`src/rtl/fnd_pkg.sv`:
```
// Shared types and constants for the FND display controller.
package fnd_pkg;

  // Converter FSM states
  typedef enum logic [1:0] {
    IDLE,
    SHIFT,
    COMMIT
  } conv_state_e;

  // Width of the adder result {carry, sum}
  localparam int unsigned VAL_W      = 9;
  localparam int unsigned NUM_DIGITS = 4;

  // Active-low segment codes, bit7 = dp (off), bits 6:0 = g..a
  localparam logic [7:0] FONT_0     = 8'hC0;
  localparam logic [7:0] FONT_1     = 8'hF9;
  localparam logic [7:0] FONT_2     = 8'hA4;
  localparam logic [7:0] FONT_3     = 8'hB0;
  localparam logic [7:0] FONT_4     = 8'h99;
  localparam logic [7:0] FONT_5     = 8'h92;
  localparam logic [7:0] FONT_6     = 8'h82;
  localparam logic [7:0] FONT_7     = 8'hF8;
  localparam logic [7:0] FONT_8     = 8'h80;
  localparam logic [7:0] FONT_9     = 8'h90;
  localparam logic [7:0] FONT_BLANK = 8'hFF;

  // Map one BCD nibble to its segment pattern; non-decimal nibbles go dark
  function automatic logic [7:0] font_of(input logic [3:0] nib);
    logic [7:0] f;
    unique case (nib)
      4'd0:    f = FONT_0;
      4'd1:    f = FONT_1;
      4'd2:    f = FONT_2;
      4'd3:    f = FONT_3;
      4'd4:    f = FONT_4;
      4'd5:    f = FONT_5;
      4'd6:    f = FONT_6;
      4'd7:    f = FONT_7;
      4'd8:    f = FONT_8;
      4'd9:    f = FONT_9;
      default: f = FONT_BLANK;
    endcase
    return f;
  endfunction

endpackage

```
`src/rtl/fnd_controller_bin2bcd_seq.sv`:
```
// Sequential double-dabble converter: 9-bit binary to 4-digit BCD.
// One load cycle, nine shift cycles, one commit cycle; done pulses once after commit.
module bin2bcd_seq
  import fnd_pkg::*;
(
  input  logic             clk,
  input  logic             reset_n,
  input  logic             start,
  input  logic [VAL_W-1:0] value,
  output logic [15:0]      bcd,
  output logic             done,
  output logic             busy
);

  conv_state_e      state_q, state_d;
  logic [VAL_W-1:0] shreg_q;
  logic [15:0]      acc_q;
  logic [15:0]      adj;
  logic [3:0]       cnt_q;
  logic [15:0]      bcd_q;
  logic             done_q;

  // State register
  always_ff @(posedge clk or negedge reset_n) begin
    if (!reset_n) state_q <= IDLE;
    else          state_q <= state_d;
  end

  // Next-state: load, nine shifts, commit
  always_comb begin
    state_d = state_q;
    unique case (state_q)
      IDLE:    if (start) state_d = SHIFT;
      SHIFT:   if (cnt_q == 4'(VAL_W - 1)) state_d = COMMIT;
      COMMIT:  state_d = IDLE;
      default: state_d = IDLE;
    endcase
  end

  // Add-3 correction on every nibble >= 5 ahead of the shift
  always_comb begin
    adj = acc_q;
    for (int i = 0; i < NUM_DIGITS; i++) begin
      if (acc_q[4*i +: 4] >= 4'd5) adj[4*i +: 4] = acc_q[4*i +: 4] + 4'd3;
    end
  end

  // Datapath: capture, shift, and commit the result with a one-cycle done pulse
  always_ff @(posedge clk or negedge reset_n) begin
    if (!reset_n) begin
      shreg_q <= '0;
      acc_q   <= '0;
      cnt_q   <= '0;
      bcd_q   <= '0;
      done_q  <= 1'b0;
    end else begin
      done_q <= (state_q == COMMIT);
      unique case (state_q)
        IDLE: begin
          if (start) begin
            shreg_q <= value;
            acc_q   <= '0;
            cnt_q   <= '0;
          end
        end
        SHIFT: begin
          acc_q   <= {adj[14:0], shreg_q[VAL_W-1]};
          shreg_q <= {shreg_q[VAL_W-2:0], 1'b0};
          cnt_q   <= cnt_q + 4'd1;
        end
        COMMIT:  bcd_q <= acc_q;
        default: ;
      endcase
    end
  end

  // Outputs
  always_comb begin
    busy = (state_q != IDLE);
    done = done_q;
    bcd  = bcd_q;
  end

endmodule

```
`src/rtl/fnd_controller.sv`:
```
// 4-digit common-anode FND driver for the adder result {carry, sum}.
// Converts changes to BCD in the background and scans the last committed value.
module fnd_controller
  import fnd_pkg::*;
#(
  parameter int unsigned TICK_DIV = 100_000,
  parameter bit          BLANK_LZ = 1'b1
) (
  input  logic       clk,
  input  logic       reset_n,
  input  logic [7:0] sum,
  input  logic       carry,
  output logic [3:0] fnd_com,
  output logic [7:0] fnd_font,
  output logic       busy
);

  localparam int unsigned TickW = $clog2(TICK_DIV);

  logic [VAL_W-1:0] in_val;
  logic [VAL_W-1:0] last_val_q;
  logic [15:0]      disp_q;
  logic [15:0]      bcd;
  logic             done;
  logic             conv_busy;
  logic             start;
  logic [TickW-1:0] tick_q;
  logic [1:0]       digit_sel_q;
  logic [3:0]       nib;
  logic             blank;

  assign in_val = {carry, sum};
  // Hold off while the result is still being handed over so the commit cycle is not overlapped
  assign start  = !conv_busy && !done && (in_val != last_val_q);
  assign busy   = conv_busy;

  bin2bcd_seq u_bin2bcd (
    .clk     (clk),
    .reset_n (reset_n),
    .start   (start),
    .value   (in_val),
    .bcd     (bcd),
    .done    (done),
    .busy    (conv_busy)
  );

  // Change detection and atomic display update
  always_ff @(posedge clk or negedge reset_n) begin
    if (!reset_n) begin
      last_val_q <= '0;
      disp_q     <= '0;
    end else begin
      if (start) last_val_q <= in_val;
      if (done)  disp_q     <= bcd;
    end
  end

  // Digit scan: dwell TICK_DIV cycles per digit
  always_ff @(posedge clk or negedge reset_n) begin
    if (!reset_n) begin
      tick_q      <= '0;
      digit_sel_q <= '0;
    end else if (tick_q == TickW'(TICK_DIV - 1)) begin
      tick_q      <= '0;
      digit_sel_q <= digit_sel_q + 2'd1;
    end else begin
      tick_q <= tick_q + 1'b1;
    end
  end

  // Digit enable and segment mux with leading-zero blanking
  always_comb begin
    nib     = disp_q[{digit_sel_q, 2'b00} +: 4];
    fnd_com = ~(4'b0001 << digit_sel_q);
    // Blank when this digit and everything above it is zero; never the ones digit
    blank   = (digit_sel_q != 2'd0) && ((disp_q >> {digit_sel_q, 2'b00}) == 16'h0);
    if (BLANK_LZ && blank) fnd_font = FONT_BLANK;
    else                   fnd_font = font_of(nib);
  end

endmodule

```
`config.mk`:
```
export PLATFORM = sky130hd
export DESIGN_NAME = fnd_controller
export DESIGN_NICKNAME = d
export VERILOG_FILES = /design/src/rtl/fnd_pkg.sv /design/src/rtl/fnd_controller_bin2bcd_seq.sv /design/src/rtl/fnd_controller.sv
export SDC_FILE = /design/constraint.sdc
export NUM_CORES = 1
export LEC_CHECK = 0
export ABC_AREA = 1
export CAP_MARGIN = 20
export CORE_UTILIZATION = 42
export DETAILED_ROUTE_END_ITERATION = 12
export PLACE_DENSITY = 0.64
export SETUP_SLACK_MARGIN = 0.2
export SYNTH_ARGS = -nofsm -noshare
export SYNTH_HDL_FRONTEND = slang
export SYNTH_SLANG_ARGS = --single-unit
```
`constraint.sdc`:
```
create_clock -name clk -period 2.8 [get_ports clk]
set_input_delay 0.84 -clock clk [delete_from_list [all_inputs] [get_ports clk]]
set_output_delay 0.84 -clock clk [all_outputs]
set_load 0.01 [all_outputs]
```
# After elaboration in Yosys (flattened, before gate mapping)
# Memory sizes are Yosys's and may differ from the RTL's.
# Index checks and enable logic that the tools add are counted.
[classes]
add_sub_neg = 7
n_mul = 0
div_mod_pow = 0
n_lt_le_gt_ge = 4
n_eq_ne = 7
shifts = 3
n_mux = 15
bitwise_logic = 1
reduce_logical = 12
[ops]
columns = ["op", "n"]
rows = [
  ["$pmux 16 s2", 1],
  ["$pmux 9 s2", 1],
  ["$add 17x1->17 const B", 1],
  ["$eq 17x17->1 const B", 1],
  ["$mux 17", 1],
  ["$ge 4x3->1 const B", 4],
  ["$logic_not 16->1", 1],
  ["$mux 16", 1],
  ["$mux 4", 4],
  ["$shiftx 16x5->4", 1],
  ["$shr 16x4->16", 1],
  ["$add 4x2->4 const B", 3],
  ["$mux 9", 1],
  ["$ne 9x9->1", 1],
  ["$mux 8", 1],
  ["$pmux 4 s2", 1],
  ["$reduce_bool 2->1", 3],
  ["$add 4x1->4 const B", 1],
  ["$eq 4x4->1 const B", 1],
  ["$mux 2", 2],
  ["$not 4->4", 1],
  ["$pmux 2 s2", 1],
  ["$reduce_and 2->1", 2],
  ["$shl 1x2->4 const A", 1],
  ["other kinds (10)", 13],
]
[totals]
reg_bits = 92
latch_bits = 0
mem_bits_rw = 0
mem_bits_ro = 112
in_bits = 11
output_inout_bits = 13
wordCells = 60
memories = 1
[memory_table]
columns = ["memory", "words", "word_bits", "rd", "rd_ports_with_merged_regs", "wr", "line", "text"]
rows = [
  ["(no name shown)", 16, 7, 1, 0, 0, "fnd_pkg.sv:31", "unique case (nib)"],
]

# Longest topological paths before layout
[depth]
word_depth = 6
mapped_depth = 13
ltp_nobuf = 12

# Modules after synthesis
# From an unflattened synthesis, not the netlist that was laid out.
[hier_totals]
cells_unflattened = 626
area_unflattened_um2 = 4994.8
[by_module_without_submodules]
columns = ["module", "instances", "cells_per_inst", "area_per_inst_um2", "seq_area_each_um2"]
rows = [
  ["fnd_controller", 1, 346, 2671.3, 1101.1],
  ["bin2bcd_seq", 1, 280, 2323.5, 1201.2],
]

# Worst setup path after synthesis
# OpenSTA, ideal clock, no wires.
[synth_timing]
path_type = "register -> output"
from = "reg digit_sel_q[0]"
to = "out fnd_font[3]"
arrival_ps = 1698
required_time_ps = 1960
slack_ps = 262
path_stages_with_launch = 12
n_path_buf = 1
cell_sequence = "dfrtp_1 buf_4 o21ai_1 inv_1 o21ai_2 inv_1 ha_1 nand2_1 nand3_1 nand2_1 inv_1 nand2_1"
[synth_via]
elab_chain_cells = 4
elab_cells_between_ends = 7
classes_between = "shift (2); mux (1); reduce/logical (3); memory (1)"
[synth_rtl]
columns = ["element", "line", "text"]
rows = [
  ["start: declaration", "fnd_controller.sv:28", "logic [1:0] digit_sel_q;"],
  ["start signal: assignment", "fnd_controller.sv:65", "digit_sel_q <= digit_sel_q + 2'd1;"],
  ["parallel branches: the longest is 3 deep, another holds $mem_v2 16x7", "n/a", ""],
  ["$mux 8 *", "fnd_controller.sv:77", "if (BLANK_LZ && blank) fnd_font = FONT_BLANK;"],
  ["end: declaration", "fnd_controller.sv:14", "output logic [7:0] fnd_font,"],
]
# Mark *: on every way between the ends.

# Final worst setup path
[layout_timing]
from = "reg digit_sel_q[0]"
to = "out fnd_font[6]"
# Same word-level chain as after synthesis.

==> flow_metrics.tcl <==
set metrics [dict create \
    status "finished with violations" \
    violations "setup timing" \
    cp-start-kind "flop" \
    worst_path_largest_cell_delay_ns 0.46 \
    avgSynthCellArea_sq_um 7.87 \
    setup_ws_ns -0.113 \
    wire_per_inst_um 11.8 \
    synth_fp_nets 651 \
    clock_skew_ns 0.00456 \
    root_buffer "clkbuf_16" \
    synthArstFlopShare 1.00 \
    die-area_sq_um 12100 \
    crit_chain "nand2_1 > o21ai_4 > o21ai_4 > buf_6 > inv_2 > ha_2 > inv_2 > nand2_2 > nand2_1 > nor2_1 > nor2_1 > nand2_2 > buf_6" \
    drtAntennaViolNets 0 \
    netlist_instances 620 \
    maxSlewViolCount 0 \
    drtPass1Iterations 6 \
    yosys_warnings 0 \
    clock-sinks 92 \
    cp.arrival_ns 2.07 \
    drc_errors 0 \
    vias 3900 \
    setup_tns_ns -0.353 \
    setup_violations 6 \
    initial_core_util 0.429 \
    synth_edf_count 0 \
    p_total_mw 5.48 \
    layout_min_cycle_time_ns 2.91 \
    avgViaCountPerCell 4.83 \
    hpwlAfterDp_um 6570 \
    layout.nets 691 \
    maxSlewHeadroom 0.515 \
    rsz0062_at_grt "yes" \
    tightest_slew_ns 0.727 \
    r2r-start "u_bin2bcd.state_q[0]" \
    met1Wirelength_um 4530 \
    synth_top_area_cell "dfrtp_1" \
    power_frac_seq 0.373 \
    wirelength_um 9520 \
    drive_gt1_frac 0.128 \
    critPathKind "reg -> out" \
    hold_ws_ns 0.409 \
    ir_drop_v 0.000532 \
    intPower_mw 3.41 \
    h-tree-depth 3 \
    fin_crit_sh 1.04 \
    grt_use_total 0.176 \
    port_buffers 22 \
    nFillCells 1075 \
    met2_wirelength_um 4600 \
    cap_violations 0 \
    ys_top_cells_by_count "168 x nand2_1, 92 x dfrtp_1, 91 x inv_1" \
    drt_iter0_drc 264 \
    antenna_found_initial 0 \
    clkPwrFrac 0.233 \
    crit_buf_inv 4 \
    yosys-top-cells-area "dfrtp_1 47%, nand2_1 13%, inv_1 7.0%" \
    highest_layer "met4" \
    clkTransAtPathRegs_ns 0.06 \
    ys_ff_latch 92 \
    cts_buffer_depth 2 \
    dpl_cell_area_sq_um 5370 \
    synth.top_cell.area_share 0.472 \
    antenna_cells 0 \
    crit_start "digit_sel_q[0]" \
    first_global_vias 3763 \
    die_w_um 110 \
    hold_violations 0 \
    overflow 0 \
    pwr-share-comb 0.394 \
    cts_tree "done" \
    slowest_stage "dfrtp_2" \
    synth.most_common_cell "nand2_1" \
    required_ns 1.96 \
    switching_power_mw 2.07 \
    fin_area_sq_um 5770 \
    cts_buffers 9 \
    leakagePower_nw 2.95 \
    cp_top_family "simple AND/OR/NAND/NOR gates" \
    max_freq_mhz 343 \
    netlist_area_sq_um 4880 \
    fp.dieH_um 110 \
    rows 39 \
    core_sq_um 11400 \
    ys_seq_area_frac 0.472 \
    netlist-cell-type-count 27 \
    ys.flop_type "dfrtp_1" \
    grt_pass1_wl_um 16500 \
    clk_latency_ns 0.34 \
    boundaryPins 24 \
    cp_max_fo 7 \
    crit_path_end_kind "primary output" \
    wl_met3_um 236 \
    p_sw_frac 0.378 \
    synthToLayoutAreaGrowth_pct 18.2 \
    power.density_nw_per_um2 950 \
    grt_max_degree 46 \
    place_congestion 0.905 \
    min_path_type "in -> async" \
]
-- per-layer routing --
layer  global-route usage  vias up
li1                     -     2034
met1                0.213     1809
met2                0.300       46
met3               0.0451       11
met4               0.0648        0
met5                    0        -
-- final cells by class --
class	count	area, sq um	share of cell area
Sequential cell	92	2300	0.399
Multi-Input combinational cell	414	2200	0.382
Timing Repair Buffer	48	419	0.0727
Inverter	95	357	0.0618
Clock buffer	11	233	0.0403
Tap cell	143	179	0.0310
Clock inverter	4	75.1	0.0130
-- worst paths after layout --
kind	end	slack (ns)	depth (start not counted)
max in group asynchronous	u_bin2bcd.acc_q[9]	1.78	2
setup / recovery	fnd_font[6]	-0.11	13
hold reg to reg	u_bin2bcd.done	0.45	1
hold / removal	tick_q[16]	0.41	1
min in group clk	u_bin2bcd.done	0.45	1
setup reg to reg	u_bin2bcd.acc_q[6]	0.97	8
-- power by group through the flow --
stage	Combinational, mW	Clock (mW)	Sequential (mW)
floorplan	1.55	0	1.99
global placement	2.08	0	2.04
detailed placement	2.14	0	2.07
CTS	2.12	1.32	2.05
global route	2.51	1.36	2.10
finish	2.16	1.27	2.04
-- state kept, by name (all words and copies together), names as in the netlist --
signal             cells
tick_q                17
disp_q                16
u_bin2bcd.acc_q       16
u_bin2bcd.bcd         16
last_val_q             9
u_bin2bcd.shreg_q      9
u_bin2bcd.cnt_q        4
digit_sel_q            2
u_bin2bcd.state_q      2
u_bin2bcd.done         1
-- cells in the final DEF (no fill, tap or decap), types with 2 or more instances in the layout --
cell,instances
nand3_2,2
buf_6,4
clkbuf_1,2
inv_1,88
xnor2_1,8
buf_2,6
nand4_1,10
a21oi_1,12
nor3_1,7
nand2_2,7
nand2_1,163
ha_1,16
clkinvlp_4,2
nor2_2,2
bufinv_16,2
mux2_2,4
clkbuf_16,9
nand3_1,52
dlygate4sd2_1,3
o21ai_4,3
dfrtp_1,91
o21ai_2,6
o21ai_0,58
ha_2,3
o21ai_1,2
xor2_1,15
clkdlybuf4s50_1,10
nor2_1,37
buf_4,22
inv_2,7
buf_12,2
o211ai_1,2
-- cell families (layout without fill, tap and decap cells) --
family | count (synthesis) | in the layout | share of synthesized area
muxes | 4 | 4 | 0.00923
and+or+nand+nor | 282 | 282 | 0.241
xor gates and xnor gates | 23 | 23 | 0.0413
DFF | 92 | 92 | 0.472
AOI/OAI and AO/OA | 84 | 84 | 0.0941
other | 1 | 1 | 0.000768
adders and majority gates | 20 | 20 | 0.0513
buffers and inverters | 114 | 158 | 0.0910
-- stage by stage --
stage	util	cells	worst slack (ns)
CTS	0.503	804	-0.0913
finish	0.507	807	-0.113
global route	0.507	807	-0.261
detailed placement	0.472	786	-0.222
floorplan	-	620	0.262
global placement	0.472	786	-0.129
-- timing repair --
item / 4_1_cts / 5_1_grt
endpoints found under the setup margin: 11 / 8
endpoints found under the hold margin: 0 / 0
pin swaps: 10 / 5
buffers inserted: 3 / 3
hold buffers: 0 / 0
resized for setup: 48 / 10
Note: power is estimated with default switching activity, not from simulation.
